--- config.mk ---
export PLATFORM = sky130hd
export DESIGN_NAME = fact_sched
export DESIGN_NICKNAME = d
export VERILOG_FILES = /design/src/rtl/fact_sched.sv
export SDC_FILE = /design/constraint.sdc
export NUM_CORES = 1
export LEC_CHECK = 0
export BUFFER_PORTS_ARGS = -buffer_cell sky130_fd_sc_hd__buf_2
export CAP_MARGIN = 25
export CORE_MARGIN = 3
export CORE_UTILIZATION = 25
export DETAILED_ROUTE_END_ITERATION = 10
export GPL_ROUTABILITY_DRIVEN = 0
export GPL_TIMING_DRIVEN = 0
export SETUP_SLACK_MARGIN = 0.02
export SLEW_MARGIN = 20
export SYNTH_ARGS = -nofsm -noshare
export SYNTH_HDL_FRONTEND = slang
export SYNTH_SLANG_ARGS = --single-unit
export TNS_END_PERCENT = 1
--- constraint.sdc ---
create_clock -name clk -period 1.3 [get_ports clk]
set_input_delay 0.13 -clock clk [delete_from_list [all_inputs] [get_ports clk]]
set_output_delay 0.13 -clock clk [all_outputs]
set_load 0.05 [all_outputs]
--- src/rtl/fact_sched.sv ---
// Round-robin scheduler sharing one memory-mapped factorial accelerator among NREQ requesters.
// Optional poll watchdog with a timeout output port: define FACT_SCHED_TIMEOUT_EN.
module fact_sched #(
    parameter int NREQ  = 2,
    parameter int PTR_W = 2
) (
    input  logic                clk,
    input  logic                rst,
    input  logic [NREQ-1:0]     req,
    input  logic [4*NREQ-1:0]   n_in,
    output logic [NREQ-1:0]     ack,
    output logic [31:0]         res,
    output logic                err,
    output logic                busy,
    output logic [1:0]          fa,
    output logic                fwe,
    output logic [3:0]          fwd,
    input  logic [31:0]         frd
`ifdef FACT_SCHED_TIMEOUT_EN
    , output logic              timeout
`endif
);

    localparam int NP = 1 << PTR_W;
    localparam int NW = 4 * NP;

    typedef enum logic [2:0] {
        IDLE, WR_N, WR_GO, SETTLE, POLL, RD_RES, RESP
    } state_t;

    state_t               state_q;
    logic [PTR_W-1:0]     ptr_q;
    logic [PTR_W-1:0]     g_q;
    logic                 settle_q;
    logic [NREQ-1:0]      ack_q;
    logic [31:0]          res_q;
    logic                 err_q;
    logic                 busy_q;
    logic [1:0]           fa_q;
    logic                 fwe_q;
    logic [3:0]           fwd_q;
`ifdef FACT_SCHED_TIMEOUT_EN
    logic [15:0]          cnt_q;
    logic                 to_q;
`endif

    // Padding to a power of two lets the pointer index the vectors without width mismatches.
    logic [NP-1:0]        req_pad;
    logic [NW-1:0]        n_pad;
    logic                 found_d;
    logic [PTR_W-1:0]     win_d;
    logic [3:0]           n_sel_d;

    assign req_pad = NP'(req);
    assign n_pad   = NW'(n_in);
    assign n_sel_d = n_pad[{win_d, 2'b00} +: 4];

    function automatic logic [PTR_W-1:0] wrap_idx(input logic [PTR_W-1:0] base, input int k);
        int s;
        s = int'(base) + k;
        if (s >= NREQ) s = s - NREQ;
        return s[PTR_W-1:0];
    endfunction

    always_comb begin
        found_d = 1'b0;
        win_d   = '0;
        for (int k = 0; k < NREQ; k++) begin
            if (!found_d && req_pad[wrap_idx(ptr_q, k)]) begin
                found_d = 1'b1;
                win_d   = wrap_idx(ptr_q, k);
            end
        end
    end

    always_ff @(posedge clk) begin
        if (rst) begin
            state_q  <= IDLE;
            ptr_q    <= '0;
            g_q      <= '0;
            settle_q <= 1'b0;
            ack_q    <= '0;
            res_q    <= '0;
            err_q    <= 1'b0;
            busy_q   <= 1'b0;
            fa_q     <= 2'd0;
            fwe_q    <= 1'b0;
            fwd_q    <= 4'd0;
`ifdef FACT_SCHED_TIMEOUT_EN
            cnt_q    <= '0;
            to_q     <= 1'b0;
`endif
        end else begin
            ack_q <= '0;
`ifdef FACT_SCHED_TIMEOUT_EN
            to_q  <= 1'b0;
`endif
            case (state_q)
                IDLE: begin
                    if (found_d) begin
                        g_q     <= win_d;
                        ptr_q   <= wrap_idx(win_d, 1);
                        state_q <= WR_N;
                        busy_q  <= 1'b1;
                        fa_q    <= 2'd0;
                        fwe_q   <= 1'b1;
                        fwd_q   <= n_sel_d;
                    end
                end
                WR_N: begin
                    state_q <= WR_GO;
                    fa_q    <= 2'd1;
                    fwe_q   <= 1'b1;
                    fwd_q   <= 4'b0001;
                end
                WR_GO: begin
                    state_q  <= SETTLE;
                    settle_q <= 1'b0;
                    fwe_q    <= 1'b0;
                    fwd_q    <= 4'd0;
                end
                // Two idle cycles so a done left over from the previous job has been cleared.
                SETTLE: begin
                    if (settle_q) begin
                        state_q <= POLL;
                        fa_q    <= 2'd2;
`ifdef FACT_SCHED_TIMEOUT_EN
                        cnt_q   <= '0;
`endif
                    end else begin
                        settle_q <= 1'b1;
                    end
                end
                POLL: begin
                    if (frd[0] || frd[1]) begin
                        err_q   <= frd[1];
                        state_q <= RD_RES;
                        fa_q    <= 2'd3;
                    end
`ifdef FACT_SCHED_TIMEOUT_EN
                    else if (cnt_q == 16'hFFFF) begin
                        err_q   <= 1'b1;
                        res_q   <= 32'hFFFF_FFFF;
                        state_q <= RESP;
                        ack_q   <= NREQ'(1) << g_q;
                        to_q    <= 1'b1;
                    end else begin
                        cnt_q <= cnt_q + 16'd1;
                    end
`endif
                end
                RD_RES: begin
                    res_q   <= frd;
                    state_q <= RESP;
                    ack_q   <= NREQ'(1) << g_q;
                end
                RESP: begin
                    state_q <= IDLE;
                    busy_q  <= 1'b0;
                    fa_q    <= 2'd0;
                end
                default: state_q <= IDLE;
            endcase
        end
    end

    assign ack  = ack_q;
    assign res  = res_q;
    assign err  = err_q;
    assign busy = busy_q;
    assign fa   = fa_q;
    assign fwe  = fwe_q;
    assign fwd  = fwd_q;
`ifdef FACT_SCHED_TIMEOUT_EN
    assign timeout = to_q;
`endif

endmodule

# ---- Word-level counts from Yosys, hierarchy flattened
# Index checks and enable logic that the tools add are counted.
dict set report totals {
  out_inout_bits 43
  word_cells 73
  in_bits 44
  register_bits 51
}
dict set report classes {
  addsub 5
  shifts 2
  eq_ne 9
  n_bitwise 1
  n_reduce_logical 15
  mux 25
  n_lt_le_gt_ge 5
}
# cell count
set op_table {}
lappend op_table {{case mux 3 bit (6 select lines)} 1}
lappend op_table {{2-to-1 mux 2 bit} 8}
lappend op_table {{variable part select 16 x 5 -> 4 bit} 1}
lappend op_table {{case mux 4 bit (3 select lines)} 1}
lappend op_table {{case mux 2 bit (5 select lines)} 1}
lappend op_table {{== test 3 bit, second input constant} 3}
lappend op_table {{2-to-1 mux 3 bit} 3}
lappend op_table {{AND reduction 2 bit} 4}
lappend op_table {{adder 2 x 1 -> 3 bit, second input constant} 2}
lappend op_table {{== test 3 x 2 -> 1 bit, second input constant} 2}
lappend op_table {{>= comparator 3 x 2 -> 1 bit, second input constant} 2}
lappend op_table {{< comparator 2 x 3 -> 1 bit, second input constant} 2}
lappend op_table {{!= test 2 bit, second input constant} 3}
lappend op_table {{subtractor 2 bit, second input constant} 3}
lappend op_table {{2-to-1 mux 1 bit} 5}
lappend op_table {{nonzero test 5 bit} 1}
lappend op_table {{binary-select mux 1 bit (select 2 bit)} 2}
lappend op_table {{2-to-1 mux 4 bit} 1}
lappend op_table {{case mux 1 bit (2 select lines)} 2}
lappend op_table {{AND reduction 4 bit} 1}
lappend op_table {{nonzero test 2 bit} 2}
lappend op_table {{== test 3 x 1 -> 1 bit, second input constant} 1}
lappend op_table {{logical NOT 3 bit} 1}
lappend op_table {{case mux 1 bit (3 select lines)} 1}
lappend op_table {{other kinds (9)} 9}

# ---- Longest topological paths before layout
# Gate-level depths: netlist of run 1.
dict set report depth {
  word_depth 11
  mapped_depth 6
}

# ---- Least setup slack after synthesis of run 1
# Ideal clock, no wire load.
dict set report synth_timing {
  kind {reg2reg}
  start {register state_q[0]}
  end {register fwd_q[0], in the netlist fwd[0]}
  arrival_ps 1184
  setup_slack_ps -14
  stages_incl_launch_ff 5
  t_required_ps 1169
  period_less_slack_ps 1314
  path_buffers 0
  path_cell_list {dfxtp_1 or3_4 o211ai_4 nor2b_4 a2111oi_4}
}
dict set report synth_via {
  elab_chain_cells 3
  elab_cells_between_ends 7
  classes_between {eq/ne: 3; mux: 1; reduce/logical: 3}
}
# item line
set synth_lines {}
lappend synth_lines {{start, declared} 31} ;# state_t state_q;
lappend synth_lines {{start signal, assigned} 78} ;# state_q <= IDLE;
lappend synth_lines {{start signal, assigned} 103} ;# state_q <= WR_N;
lappend synth_lines {{start signal, assigned} 111} ;# state_q <= WR_GO;
lappend synth_lines {{== test 3 x 2 -> 1 bit (tied with other cells)} 98} ;# case (state_q)
lappend synth_lines {{nonzero test 3 bit (no source line) / != test 2 bit (equally long branches)} -}
lappend synth_lines {{AND reduction 2 bit (no source line)} -}
lappend synth_lines {{end signal, assigned} 107} ;# fwd_q <= n_sel_d;
lappend synth_lines {{end, declared} 41} ;# logic [3:0] fwd_q;
# Parallel ways exist; a longest one is shown, timed or not.
# A chain may end at the register's enable or synchronous reset.

# ---- Worst setup path in the final report of run 1
# Ends and elaborated chain as after synthesis.

==> metrics.csv, run 1 <==
stage;metric;value;unit
synthesis;largest family of logic cells by synthesized area;simple AND/OR/NAND/NOR gates;
critical_path;Worst EP required;1.49;ns
global_route;largest net degree at the start of global routing;16;
drt;vias per inst;4.604;
critical_path;Worst setup SP type;flop;
placed_design;dpl ws;-0.1178;ns
synthesis;Post-synth EDFFs;0;
sta;clock skew;0.01085;ns
hold_path;worst min path class;in2reg;
die;core area;7888;sq um
status;failing checks;setup timing;
clocking;CTS Buf Count;5;
flow_run;max cap viols;0;
sta;final hold violation count;0;
synthesis;Seq/Total Area, Yosys;49.25;%
sta;Max Fclk;758.0;MHz
die;Initial Util;26.28;%
synthesis;post-synthesis simple-gate area fraction;23.54;%
final_layout;# diodes;0;
drt;DRC viols;0;
clocking;Worst-path clk slew;0.10;ns
die;die area;9422;sq um
power_and_ir_drop;Leakage;1.177;nW
drt;Post-Route WL;5690;microns
die;Die X;97.07;microns
power_and_ir_drop;pwr dens;1081;nW/um^2
synthesis;async set-reset flop share out of synthesis;0;%
synthesis;Compound-Gate Fraction of Synth Area;22.27;%
placed_design;port bufs;85;
synthesis;Synth top area share;49.25;%
sta;setup_tns;-0.01919;ns
sta;fin crit share;101.5;%
sta;RSZ-0062 raised after global routing;true;
synthesis;Syn Std Cell Area;2073;sq um
sta;fin crit period;1.319;ns
sta;worst slew pin tran;0.5442;ns
synthesis;Unique masters post-synth;43;
drt;Antenna Nets Post-Route;0;
clocking;CTS tree;yes;
clocking;H-tree depth;2;
global_route;initial antenna violation count;0;
critical_path;critical path type;reg2reg;
synthesis;Yosys reg bits;51;
sta;min setup slack post-route;-0.01919;ns
final_layout;share of layout cells above drive strength 1;38.01;%
status;status;finished, violations left;
synthesis;net count after synthesis;289;
power_and_ir_drop;VDD IR-drop max;0.4446;mV
synthesis;dominant cells by area after synthesis;dfxtp_1 (49%), nand2_1 (13%), a21oi_1 (9.9%);
synthesis;area leader, netlist;dfxtp_1;
die;std cell rows;32;
global_route;first-pass GRT wire length;9466;microns
drt;1st-pass router iterations;4;
critical_path;highest cell delay on the worst timing path;0.38;ns
power_and_ir_drop;Pwr Total;3.056;mW
critical_path;Buf+Inv Stages, Crit Path;0;
critical_path;worst path cell trace;or3_4 > o211ai_4 > nor2b_4 > a2111oi_4;
critical_path;CP delay by family, top;simple AND/OR/NAND/NOR gates;
clocking;Hold Buf Count CTS;0;
final_layout;# fillers;826;
synthesis;top-count cell post-synth;nand2_1;
die;IO Pins;87;
synthesis;Post-Synth Adder-Cell Area;0;%
drt;vias after detailed routing;2044;
final_layout;Synth-to-Final Area Change;36.39;%
global_route;vias in the first global route;2028;
synthesis;Ys Warns;0;
synthesis;Synth Flop Type;dfxtp_1;
final_layout;# nets final;385;
final_layout;post-route insts no fill;444;
sta;Final Slew Violations;0;
synthesis;syn avg cell area;8.462;sq um
global_route;gr usage total;11.78;%
die;Die Height;97.07;microns
critical_path;Data arrival, critical path;1.50;ns
clocking;clock buffer depth;2;
synthesis;Mapped Cells;245;
clocking;root buffer cell;clkbuf_8;
critical_path;Crit. End Element;flop;
drt;WL/cell;12.82;microns
placed_design;DPL Wire Length;4231;microns
synthesis;mux contribution to synthesized area;0.4828;%
drt;Starting DRT DRC Count;59;
critical_path;Worst path slowest cell;dfxtp_4;
clocking;clk_lat worst skew;0.30;ns
synthesis;Post-Synth XOR/XNOR Area;0;%
placed_design;placed cells;432;
clocking;CTS sink cnt;51;
sta;Max-slew headroom;63.72;%
sta;Final setup viols;1;
critical_path;Worst Path Max Fanout;7;
global_route;grt total ovfl;0;
synthesis;Synth top cells by count;nand2_1 (74), dfxtp_1 (51), a21oi_1 (41);
==> state kept, by name, summed over array words and instances (netlist names), 2 cells and up <==
signal and flops:
ptr_q 2, res 32, state_q 3, fwd 4
ack 2, fa 2, g_q 2
==> worst paths after layout <==
kind / start / endpoint / slack, ns / cells past startpoint
worst max-delay path: state_q[0] / fwd[0] / -0.02 / 4
worst min-delay path: frd[13] / res[13] / 0.06 / 3
worst max register to register: state_q[0] / fwd[0] / -0.02 / 4
worst min register to register: res[28] / res[28] / 0.46 / 2
==> kinds of logic after synthesis <==
group                  Yosys count
and+or+nand+nor                103
AOI/OAI and AO/OA               71
DFF                             51
buffers and inverters           19
muxes                            1
==> layer usage <==
metal | vias up | GRT usage (%) | wire length [microns] | part of all wire (%)
met1 | 941 | 14.53 | 2562 | 45
met4 | 0 | 2.700 | 43 | 0.76
met5 | - | 0 | 0 | 0
li1 | 1032 | - | - | -
met3 | 4 | 3.948 | 439 | 7.7
met2 | 67 | 19.90 | 2644 | 46
==> through the flow <==
stage	instance area, sq um	hold slack [ns]	utilization [%]
6_report	2828	0.06387	35.85
5_1_grt	2828	0.05677	35.85
4_1_cts	2769	0.05329	35.10
3_5_place_dp	2628	0.3765	33.31
3_3_place_gp	2628	0.3719	33.31
2_1_floorplan	2074	0.2660	-
==> worst min-delay path: cells and delay by family <==
kind	cells	cell delay, ns
compound gates	1	0.05
buf+inv	1	0.09
simple gates	1	0.04
==> repair_timing <==
item | in CTS | in global routing
buffers inserted | 2 | 2
setup endpoints to repair | 37 | 43
pin swaps | 1 | 5
resized for setup | 14 | 15
==> cells in the final DEF, fill, tap and decap left out, types with 2 or more instances in the layout <==
cell / Yosys / routed
buf_2: 8 / 86
a21oi_1: 41 / 40
nor2_4: 0 / 2
buf_4: 1 / 6
nand3_1: 2 / 2
nand2_1: 74 / 74
a211oi_1: 3 / 3
a21boi_0: 3 / 3
o21ai_0: 5 / 5
nor2_1: 6 / 4
or3_1: 2 / 2
clkbuf_1: 6 / 7
buf_6: 1 / 6
nor3b_1: 2 / 2
clkbuf_8: 0 / 5
nand2b_1: 3 / 2
o211ai_1: 2 / 2
and3_1: 4 / 4
inv_2: 3 / 3
o21ai_1: 4 / 4
dfxtp_2: 0 / 3
dfxtp_1: 51 / 47
==> final cells by class <==
cell class / instances / area [sq um] / share of cell area (%)
Buffer: 16 / 121.4 / 4.292
Clock buffer: 6 / 72.57 / 2.566
Clock inverter: 2 / 12.51 / 0.4425
Inverter: 3 / 11.26 / 0.3982
Multi-Input combinational cell: 175 / 994.7 / 35.18
Sequential cell: 51 / 1028 / 36.37
Tap cell: 102 / 127.6 / 4.513
Timing Repair Buffer: 89 / 459.2 / 16.24
==> power breakdown <==
part	switching [mW]	internal, mW	total (mW)
Combinational	0.312	0.219	0.531
Sequential	0.0413	1.60	1.65
Clock	0.502	0.377	0.879
Total	0.855	2.20	3.06
(Power assumes the default switching activity.)
==> run 2, diff against run 1 <==
--- a/config.mk
+++ b/config.mk
@@ -12,6 +12,7 @@
 export DETAILED_ROUTE_END_ITERATION = 10
 export GPL_ROUTABILITY_DRIVEN = 0
 export GPL_TIMING_DRIVEN = 0
+export REMOVE_ABC_BUFFERS = 1
 export SETUP_SLACK_MARGIN = 0.02
 export SLEW_MARGIN = 20
 export SYNTH_ARGS = -nofsm -noshare
==> run 2 against run 1 <==
The run still ends with setup timing left. Combinational power decreased by 3%. Final cell count decreased by 1.6%. Worst setup slack got worse by 0.020 ns. Final area increased by 1.3%. Worst hold slack got worse by 0.012 ns. Critical endpoint unchanged.
==> metrics.csv, run 2 (same netlist as run 1, synthesis figures left out) <==
stage;metric;value;unit;change
clocking;Hold Buf Count CTS;0;;unchanged
final_layout;Final Cell Area;2865;sq um;+1.3%
power_and_ir_drop;Net Switching;0.8799;mW;+2.9%
drt;WL/cell;13.05;microns;+1.8%
power_and_ir_drop;combinational share of power;14.9;%;-2.5 points
clocking;CTS sink cnt;51;;unchanged
final_layout;Synth-to-Final Area Change;38.20;%;
critical_path;R2R Path End;fwd[0];;
critical_path;Worst Path Max Fanout;3;;-4
drt;vias per inst;4.595;;-0.19%
die;core area;7888;sq um;unchanged
clocking;CTS tree;yes;;
flow_run;max cap viols;0;;unchanged
global_route;first-pass GRT wire length;9453;microns;-0.14%
critical_path;critical path type;reg2reg;;
global_route;initial antenna violation count;0;;unchanged
final_layout;Sequential Area;1032;sq um;+0.36%
hold_path;min-delay src;frd[24];;
sta;fin crit share;103.0;%;+1.5 points
die;Die X;97.07;microns;unchanged
clocking;CTS Buf Count;5;;unchanged
die;Initial Util;26.28;%;unchanged
critical_path;CP endpoint;fwd[0];;
sta;Final Slew Violations;0;;unchanged
sta;setup_tns;-0.07133;ns;-0.05215 ns
critical_path;Crit. End Element;flop;;
clocking;clock buffer depth;2;;unchanged
sta;worst slew pin tran;0.9872;ns;+0.4430 ns
status;status;finished, violations left;;
power_and_ir_drop;Pwr Total;3.457;mW;+13%
final_layout;# nets final;378;;-1.8%
final_layout;number of flip-flops under the largest register name;32;;unchanged
clocking;root buffer cell;clkbuf_8;;
drt;1st-pass router iterations;4;;unchanged
critical_path;Data arrival, critical path;1.48;ns;-0.02 ns
sta;final hold violation count;0;;unchanged
final_layout;# fillers;825;;-0.12%
sta;min setup slack post-route;-0.03908;ns;-0.01989 ns
drt;Antenna Nets Post-Route;0;;unchanged
sta;Max-slew headroom;34.19;%;-30 points
power_and_ir_drop;clock power share;37.6;%;+8.8 points
placed_design;placed cells;417;;-3.5%
global_route;grt total ovfl;0;;unchanged
final_layout;area of the multi-input gates;1032;sq um;+3.8%
die;Die Height;97.07;microns;unchanged
power_and_ir_drop;total internal power;2.577;mW;+17%
power_and_ir_drop;Sw Ratio;25.45;%;-2.5 points
final_layout;# diodes;0;;unchanged
final_layout;post-route insts no fill;437;;-1.6%
power_and_ir_drop;Seq pwr share;47.5;%;-6.4 points
global_route;largest net degree at the start of global routing;52;;+36
drt;DRC viols;0;;unchanged
final_layout;most frequent cells in the layout;buf_2 (86), nand2_1 (74), dfxtp_1 (48);;
critical_path;Worst setup SP type;flop;;
critical_path;Worst EP required;1.44;ns;-0.05 ns
power_and_ir_drop;Leakage;1.180;nW;+0.31%
hold_path;worst min path class;in2reg;;
critical_path;FF-to-FF path depth;4;;unchanged
critical_path;R2R Setup Slk;-0.04;ns;-0.02 ns
critical_path;Reg2Reg Launch Point;state_q[0];;
drt;vias after detailed routing;2008;;-1.8%
sta;clock skew;0.008439;ns;-0.002415 ns
clocking;clk_lat worst skew;0.30;ns;about the same
final_layout;commonest non-fill, non-tap cell in the layout;buf_2;;
power_and_ir_drop;VDD IR-drop max;0.4721;mV;+6.2%
drt;Starting DRT DRC Count;61;;+3.4%
global_route;gr usage total;12.16;%;+0.37 points
sta;Max Fclk;746.8;MHz;-1.5%
die;std cell rows;32;;unchanged
sta;fin crit period;1.339;ns;+0.01989 ns
power_and_ir_drop;pwr dens;1207;nW/um^2;+12%
final_layout;share of layout cells above drive strength 1;39.10;%;+1.1 points
placed_design;Placed Area;2555;sq um;-2.8%
status;failing checks;setup timing;;
sta;Final setup viols;4;;+3
die;die area;9422;sq um;unchanged
die;IO Pins;87;;unchanged
placed_design;dpl ws;-0.8088;ns;-0.6910 ns
clocking;Worst-path clk slew;0.10;ns;about the same
global_route;vias in the first global route;1893;;-6.7%
clocking;H-tree depth;2;;unchanged
drt;Post-Route WL;5703;microns;+0.23%
critical_path;crit path launch;state_q[0];;
placed_design;port bufs;86;;+1.2%
placed_design;DPL Wire Length;3567;microns;-16%
sta;RSZ-0062 raised after global routing;true;;
-- run 2: cell types whose count changed in the layout (fill, tap and decap cells not counted), sizes merged --
cell	change
buf	-3
clkinv	-1
clkbuf	-7
nor2	+1
nand3	+1
bufinv	+2
-- run 2: routing by layer --
metal	GRT usage (%)	wire length, microns	up-vias
met5	0	0	-
met1	15.47	2505	916
li1	-	-	1021
met2	20.12	2765	65
met4	4.536	83	0
met3	2.656	349	6
-- run 2: layout make-up --
type | instances | area share (%)
Clock buffer | 5 | 2.402
Clock inverter | 3 | 2.358
Inverter | 3 | 0.3930
Multi-Input combinational cell | 177 | 36.03
Sequential cell | 51 | 36.03
Tap cell | 102 | 4.454
Timing Repair Buffer | 96 | 18.34
-- run 2: worst max-delay path, cell delays in order, from the launching register on --
cell and delay [ns]:
dfxtp_4 0.37, or3_4 0.40, o211ai_4 0.19, nor2b_4 0.19
a2111oi_4 0.04
-- run 2: worst min path at each step --
stage                         end  slack, ns  cells past startpoint
final                     res[24]       0.05                      3
after global placement    res[12]       0.37                      3
after CTS                 res[24]       0.04                      3
after floorplan            fwd[0]       0.19                      1
after detailed placement   res[2]       0.38                      3
after global routing      res[16]       0.03                      3
-- run 2: repair_timing --
item	CTS	global route
gates cloned	2	0
endpoints found under the setup margin	49	23
setup buffers	10	0
gates resized for setup	13	8
pin swaps	7	5
-- run 2: power by group through the flow --
stage | clock network (mW) | logic (mW) | registers [mW]
4_1_cts | 1.35 | 0.502 | 1.64
3_5_place_dp | 0 | 0.416 | 1.70
3_3_place_gp | 0 | 0.411 | 1.70
2_1_floorplan | 0 | 0.179 | 1.78
6_report | 1.30 | 0.517 | 1.64
5_1_grt | 1.44 | 0.563 | 1.65
-- run 2: stage by stage --
stage / util (%) / hold WS [ns]
after floorplan: - / 0.1943
after global placement: 32.33 / 0.3712
after detailed placement: 32.39 / 0.3768
after CTS: 35.95 / 0.03714
after global routing: 36.33 / 0.03146
final: 36.33 / 0.05194
